## config.mk

```make
export PLATFORM = sky130hd
export DESIGN_NAME = poly_eval_ctrl
export DESIGN_NICKNAME = d
export VERILOG_FILES = /design/src/rtl/poly_eval_ctrl_pkg.sv /design/src/rtl/term_counter.sv /design/src/rtl/poly_eval_ctrl.sv
export VERILOG_INCLUDE_DIRS = /design/src /design/src/rtl
export SDC_FILE = /design/constraint.sdc
export NUM_CORES = 1
export LEC_CHECK = 0
export CORE_AREA = 8 8 45 47
export CTS_BUF_LIST = sky130_fd_sc_hd__clkbuf_4
export CTS_CLUSTER_DIAMETER = 50
export DETAILED_ROUTE_END_ITERATION = 12
export DIE_AREA = 0 0 53 55
export PLACE_DENSITY_LB_ADDON = 0.1
export SETUP_SLACK_MARGIN = 0.3
export SKIP_CTS_REPAIR_TIMING = 1
export SLEW_MARGIN = 20
export SYNTH_ARGS = -nofsm -noshare
export SYNTH_HDL_FRONTEND = slang
export SYNTH_SLANG_ARGS = --single-unit
```

## constraint.sdc

```tcl
create_clock -name clk -period 2.5 [get_ports clk]
set_input_delay 0.25 -clock clk [delete_from_list [all_inputs] [get_ports clk]]
set_output_delay 0.25 -clock clk [all_outputs]
set_load 0.005 [all_outputs]
```

## src/rtl/poly_ctrl_defs.vh

```
// rtl/poly_ctrl_defs.vh - shared state encodings for the polynomial sequencer and its datapath bench
`ifndef POLY_CTRL_DEFS_VH
`define POLY_CTRL_DEFS_VH

`define ST_IDLE  3'd0
`define ST_LOAD  3'd1
`define ST_ACCUM 3'd2
`define ST_STORE 3'd3
`define ST_DONE  3'd4

`endif

```

## src/rtl/poly_eval_ctrl_pkg.sv

```systemverilog
// rtl/poly_eval_ctrl_pkg.sv - state type and width helper for poly_eval_ctrl
package poly_eval_ctrl_pkg;

`include "poly_ctrl_defs.vh"

    typedef enum logic [2:0] {
        ST_IDLE  = `ST_IDLE,
        ST_LOAD  = `ST_LOAD,
        ST_ACCUM = `ST_ACCUM,
        ST_STORE = `ST_STORE,
        ST_DONE  = `ST_DONE
    } state_t;

    // Width of the coefficient index; a single-term polynomial still needs one bit.
    function automatic int sel_width(input int num_terms);
        return (num_terms > 1) ? $clog2(num_terms) : 1;
    endfunction

endpackage

```

## src/rtl/term_counter.sv

```systemverilog
// rtl/term_counter.sv - loadable down-counter that stops at zero
//
// Ports:
//   clk       rising-edge clock
//   reset_n   asynchronous active-low reset (count -> 0)
//   load      load count from load_val (wins over en)
//   load_val  value loaded when load=1
//   en        decrement by one; blocked once count reaches zero
//   count     current index
//   is_zero   count == 0
module term_counter #(
    parameter int W = 2
) (
    input  logic         clk,
    input  logic         reset_n,
    input  logic         load,
    input  logic [W-1:0] load_val,
    input  logic         en,
    output logic [W-1:0] count,
    output logic         is_zero
);

    assign is_zero = (count == '0);

    always_ff @(posedge clk or negedge reset_n) begin
        if (!reset_n) begin
            count <= '0;
        end else if (load) begin
            count <= load_val;
        end else if (en && !is_zero) begin
            count <= count - W'(1);
        end
    end

endmodule

```

## src/rtl/poly_eval_ctrl.sv

```systemverilog
// rtl/poly_eval_ctrl.sv - Horner-form polynomial evaluation sequencer
//
// Ports:
//   clk       rising-edge clock
//   reset_n   asynchronous active-low reset
//   start     evaluation request (sampled in ST_IDLE, and ST_STORE when CONTINUOUS)
//   hold      datapath stall, only effective in ST_ACCUM
//   abort     synchronous cancel back to ST_IDLE
//   x_ld      load x operand register
//   sum_ld    accumulator <= sum*x + c[coef_sel]
//   sum_clr   clear accumulator
//   y_ld      result register <= accumulator
//   coef_sel  coefficient index of the current term
//   busy      any state other than ST_IDLE
//   done      one-cycle completion pulse
module poly_eval_ctrl
    import poly_eval_ctrl_pkg::*;
#(
    parameter  int NUM_TERMS  = 4,
    parameter  bit CONTINUOUS = 1'b0,
    localparam int SEL_W      = sel_width(NUM_TERMS)
) (
    input  logic             clk,
    input  logic             reset_n,
    input  logic             start,
    input  logic             hold,
    input  logic             abort,
    output logic             x_ld,
    output logic             sum_ld,
    output logic             sum_clr,
    output logic             y_ld,
    output logic [SEL_W-1:0] coef_sel,
    output logic             busy,
    output logic             done
);

    localparam logic [SEL_W-1:0] LAST_IDX = SEL_W'(NUM_TERMS - 1);

    state_t           state;
    state_t           state_nxt;
    logic             chain_q;
    logic             chain_nxt;
    logic [SEL_W-1:0] index;
    logic             idx_zero;
    logic             idx_load;
    logic             idx_dec;

    term_counter #(
        .W (SEL_W)
    ) u_term_counter (
        .clk      (clk),
        .reset_n  (reset_n),
        .load     (idx_load),
        .load_val (LAST_IDX),
        .en       (idx_dec),
        .count    (index),
        .is_zero  (idx_zero)
    );

    // chain_q marks a ST_LOAD entered straight from ST_STORE, so the done
    // pulse for the previous evaluation lands in that LOAD cycle.
    always_ff @(posedge clk or negedge reset_n) begin
        if (!reset_n) begin
            state   <= ST_IDLE;
            chain_q <= 1'b0;
        end else begin
            state   <= state_nxt;
            chain_q <= chain_nxt;
        end
    end

    // Next state: abort beats hold, hold beats start.
    always_comb begin
        state_nxt = state;
        chain_nxt = 1'b0;
        idx_load  = 1'b0;
        idx_dec   = 1'b0;
        if (abort && (state != ST_IDLE)) begin
            state_nxt = ST_IDLE;
        end else begin
            case (state)
                ST_IDLE: begin
                    if (start) begin
                        state_nxt = ST_LOAD;
                    end
                end
                ST_LOAD: begin
                    idx_load  = 1'b1;
                    state_nxt = ST_ACCUM;
                end
                ST_ACCUM: begin
                    if (!hold) begin
                        if (idx_zero) begin
                            state_nxt = ST_STORE;
                        end else begin
                            idx_dec = 1'b1;
                        end
                    end
                end
                ST_STORE: begin
                    if (CONTINUOUS && start) begin
                        state_nxt = ST_LOAD;
                        chain_nxt = 1'b1;
                    end else begin
                        state_nxt = ST_DONE;
                    end
                end
                ST_DONE: begin
                    state_nxt = ST_IDLE;
                end
                default: begin
                    state_nxt = ST_IDLE;
                end
            endcase
        end
    end

    // Moore decode; hold -> sum_ld is the only combinational input path.
    always_comb begin
        x_ld     = 1'b0;
        sum_ld   = 1'b0;
        sum_clr  = 1'b0;
        y_ld     = 1'b0;
        coef_sel = '0;
        done     = 1'b0;
        busy     = (state != ST_IDLE);
        case (state)
            ST_IDLE: begin
                sum_clr = 1'b1;
            end
            ST_LOAD: begin
                x_ld    = 1'b1;
                sum_clr = 1'b1;
                done    = chain_q;
            end
            ST_ACCUM: begin
                sum_ld   = ~hold;
                coef_sel = index;
            end
            ST_STORE: begin
                y_ld = 1'b1;
            end
            ST_DONE: begin
                done = 1'b1;
            end
            default: begin
                sum_clr = 1'b1;
            end
        endcase
    end

endmodule

```

[After elaboration in Yosys (flattened, before gate mapping)]
Cells that the tools add are included.
Cells by class
  $add $sub $neg: 1
  eq/ne operators: 7
  multiplexer cells: 18
  bitwise operators: 1
  reductions and logical operators: 9
Operator list (count)
  2-to-1 mux 3 bit: 4
  case mux 3 bit (4 select lines): 1
  2-to-1 mux 1 bit: 10
  == test 3 x 2 -> 1 bit (second input constant): 2
  2-to-1 mux 2 bit: 3
  != test 3 bit (second input constant): 2
  == test 3 x 1 -> 1 bit (second input constant): 1
  == test 3 bit (second input constant): 1
  zero test 3 bit: 1
  != test 3 x 2 -> 1 bit (second input constant): 1
  AND reduction 3 bit: 1
  nonzero test 3 bit: 1
  OR reduction 3 bit: 1
  logical AND 1 bit: 2
  zero test 2 bit: 1
  nonzero test 2 bit: 1
  subtractor 2 x 1 -> 2 bit (second input constant): 1
  zero test 1 bit: 1
  NOT 1 bit: 1
Word-level totals
  flip-flop bits (word level): 5
  input bits: 5
  output and inout bits: 8
  logic and storage cells: 38

[Logic depth before layout (Yosys ltp)]
  depth in word-level cells: 8
  mapped depth: 5
  mapped depth without buffers: 5

[Modules after synthesis]
From an unflattened synthesis, not the netlist that was laid out.
Unflattened totals
  cells, all modules: 38
  area, all modules: 347.8 um2
By module, submodules not included
  poly_eval_ctrl: instances 1, cells an instance 25, area an instance 214.0 um2
  term_counter: instances 1, cells an instance 13, area an instance 133.9 um2

[Least setup slack after synthesis]
OpenSTA, ideal clock, no wires.
  path type: reg-to-reg
  start: register u_term_counter.count[0]
  end: register u_term_counter.count[1]
  setup time: 0.131 ns
  arrival: 1.232 ns
  path slack: 1.136 ns
  stages on the path, launching flop included: 6
  path buffers: 0
  cells stage by stage: dfrtp_1 inv_1 ha_1 nor3_1 a21oi_1 or3_1
On the way
  word-level cells in the longest chain between the ends: 7
  elaborated cells on any way between the ends: 11
  classes of those cells: 1 x add/sub; 6 x mux; 4 x reduce/logical
RTL lines
  start: declaration: line term_counter.sv:19  | output logic [W-1:0] count,
  start signal: assignment: line term_counter.sv:29  | count <= load_val;
  start signal: assignment: line term_counter.sv:31  | count <= count - W'(1);
  zero test 2 bit: line term_counter.sv:23  | assign is_zero = (count == '0);
  2-to-1 mux 1 bit: line poly_eval_ctrl.sv:93  | if (idx_zero) begin
  2-to-1 mux 1 bit: line poly_eval_ctrl.sv:92  | if (!hold) begin
  2-to-1 mux 1 bit: line poly_eval_ctrl.sv:81  | case (state)
  2-to-1 mux 1 bit: line poly_eval_ctrl.sv:78  | if (abort && (state != ST_IDLE)) begin
  logical AND 1 bit: line term_counter.sv:30  | end else if (en && !is_zero) begin
  nonzero test 2 bit (no line)
Parallel ways exist; a longest one is shown, timed or not. The select of a mux whose other input is x is not followed.
A chain may end at the register's enable or synchronous reset.

[Worst setup path in the final report]
  start: register state[2]
  end: output coef_sel[1]
On the way
  word-level cells in the longest chain between the ends: 2
RTL lines
  start: declaration: line poly_eval_ctrl.sv:39  | state_t state;
  start signal: assignment: line poly_eval_ctrl.sv:67  | state <= state_nxt;
  == test 3 x 2 -> 1 bit: line poly_eval_ctrl.sv:127  | case (state)
  2-to-1 mux 2 bit: line poly_eval_ctrl.sv:127
  end: declaration: line poly_eval_ctrl.sv:32  | output logic [SEL_W-1:0] coef_sel,
Every way passes these cells.

==> reports/metrics.cfg <==
[run_status]
status = finished, final reports clean

[synth]
synth_top_area_share_pct = 35.34
synthArstFlopShare_pct = 100.0
synthCells = 39
syn_area_um2 = 354.1
synthFlopType = dfrtp_1
yosys_warnings = 0
synth_cell_types = 22
yosys-top-cells-area = dfrtp_1, nor3_1, nor3_2, or3_1, a21oi_1
synthSimpleGateAreaFrac_pct = 42.76
synth_top_family_by_area = simple AND/OR/NAND/NOR gates
synth-compound-area-share_pct = 6.007
yosys_register_bits = 5
synth_xor_area_share_pct = 2.473
synth.area.mux_share_pct = 0
synthAdderAreaFrac_pct = 3.534
synth-seq-area-share_pct = 35.34
syn-num-nets = 45
syn_area_per_cell_um2 = 9.079
yosys.area.top_type = dfrtp_1
yosys-top-cells-count = dfrtp_1, nor3_1
synth_edf_count = 0

[global_route]
grt_pass1_vias = 354
grt_usage_pct = 7.781
grt_overflow = 0
grt_max_degree = 14
grt_pass1_wl_mm = 1.538
antenna_found_initial = 0

[placement]
dpl.hpwl_um = 712.1
port-buffer-count = 12
dp_worst_setup_slack_ns = 0.6426
globalplace.congestion = 0.7177

[setup_path]
cp_max_fo = 10
r2r_slack_ns = 1.02
crit_family = simple AND/OR/NAND/NOR gates
r2r_start = u_term_counter.count[0]
path_class = reg2out
reg2reg_to = u_term_counter.count[1]
crit_path_start = state[2]
worst_path_largest_cell_delay_ns = 0.51
critPathCaptureType = primary output
endpoint = coef_sel[1]
critPathSlowestCell = clkdlybuf4s50_1
path_cells = or3b_4, nor2_1, clkdlybuf4s50_1
worst_ep_arrival_time_ns = 1.80
cp_num_cells = 3
worst-r2r-cell-count = 5
cp-start-kind = flip-flop
critPathBufInv = 1
cp.required_ns = 2.25

[worst_hold_path]
min_path_type = in2async

[timing]
rsz0062_at_grt = false
tightest_slew_ns = 0.3413
slew_headroom_pct = 76.93
clock.fmax_ghz = 0.4883
fin_crit_sh_pct = 81.91
tns_ns = 0
fin_ws_ns = 0.4522
hold_viol_final = 0
fin_skew_ns = 0.0005644
maxSlewViolCount = 0
period_needed_ns = 2.048
setup_violations = 0

[clocking]
cts.sinks = 5
clk_latency_ns = 0.24
cts_buffer_depth = 2
cts_tree = yes
htree_levels = 1
cts_buffers = 3
cts-root-buf = clkbuf_4
cts.clk_slew.worst_paths_ns = 0.04

[die]
ios = 13
die_width_um = 53
die-area_um2 = 2915
die_h_um = 55
start_util_pct = 25.59
row_count = 14
core_area_um2 = 1384

[cells_and_area]
syn2layout_area_growth_pct = 41.70
fill_cells = 152
nets = 59
drive_above_1_share_pct = 21.15
ff_latch_area_um2 = 126.4
diodes = 0
multi_input_area_um2 = 193.9

[run]
drv_cap = 0

[routing]
drt_iter0_markers = 2
antenna_left = 0
num_vias = 336
avgRoutedWirePerCell_um = 13.10
firstDrtPassIters = 2
drcViolationCount = 0
drt_wl_total_um = 891
vias_per_cell = 4.941

[pwr]
p_leak_uw = 0.0002063
vdd_drop_max_mv = 0.4631
p_per_area_nw_per_um2 = 839.8

[state kept, by name, summed over array words and instances (netlist names)]
register,count
u_term_counter.count,2
state,3
[cells in the final DEF, fill, tap and decap left out]
| cell type | n |
|---|---|
| dfrtp_2 | 1 |
| or3b_4 | 1 |
| a31oi_1 | 1 |
| and3_1 | 1 |
| nor4b_1 | 1 |
| a21oi_1 | 3 |
| or3_1 | 3 |
| dfrtp_1 | 4 |
| clkbuf_4 | 4 |
| nor2b_1 | 1 |
| and4bb_2 | 1 |
| nor3_2 | 2 |
| clkdlybuf4s50_1 | 12 |
| nor3_1 | 5 |
| nand2_1 | 1 |
| nor2_1 | 3 |
| nor3b_2 | 1 |
| inv_1 | 3 |
| ha_1 | 1 |
| or3_2 | 1 |
| xnor2_1 | 1 |
| nor3b_1 | 1 |
[power breakdown]
part	switching, µW	internal (µW)
Sequential	37.9	103
Combinational	67.2	109
Clock	32.8	71.1
Total	138	283
[final cells by class]
class	instances	area share [%]
inverters	3	2.244
well taps	16	3.990
flip-flops and latches	5	25.19
multi-input cells	28	38.65
clock buffers	4	5.985
repair buffers	12	23.94
[kinds of logic after synthesis]
group,after synthesis
xor gates and xnor gates,1
adders and majority gates,1
and+or+nand+nor,22
AOI/OAI and AO/OA,4
buffers and inverters,6
DFF,5
[how the worst min path moves through the flow]
stage	end	slack, ns	cells past startpoint
6_report	state[0]	0.22	1
5_1_grt	u_term_counter.count[1]	0.24	1
4_1_cts	u_term_counter.count[1]	0.22	1
3_5_place_dp	u_term_counter.count[0]	0.48	1
3_3_place_gp	u_term_counter.count[0]	0.48	1
2_1_floorplan	state[0]	-0.05	0
[through the flow]
step | util, % | instance area, µm² | power (µW) | instances | hold WS (ns)
2_1_floorplan | - | 354.1 | 237.0 | 39 | -0.04559
3_3_place_gp | 34.00 | 470.5 | 314.7 | 64 | 0.4843
3_5_place_dp | 34.00 | 470.5 | 321.7 | 64 | 0.4850
4_1_cts | 36.17 | 500.5 | 428.8 | 68 | 0.2230
5_1_grt | 36.26 | 501.7 | 459.0 | 68 | 0.2369
6_report | 36.26 | 501.7 | 421.3 | 68 | 0.2213
[layer usage]
layer	vias to the layer above	GRT usage [%]	wire, µm	share of wire (%)
li1	164	-	-	-
met1	159	6.126	321	36
met2	9	12.70	469	53
met3	4	5.080	60	6.7
met4	0	7.759	38	4.3
met5	-	0	0	0
Note: power is estimated with default switching activity, not from simulation.
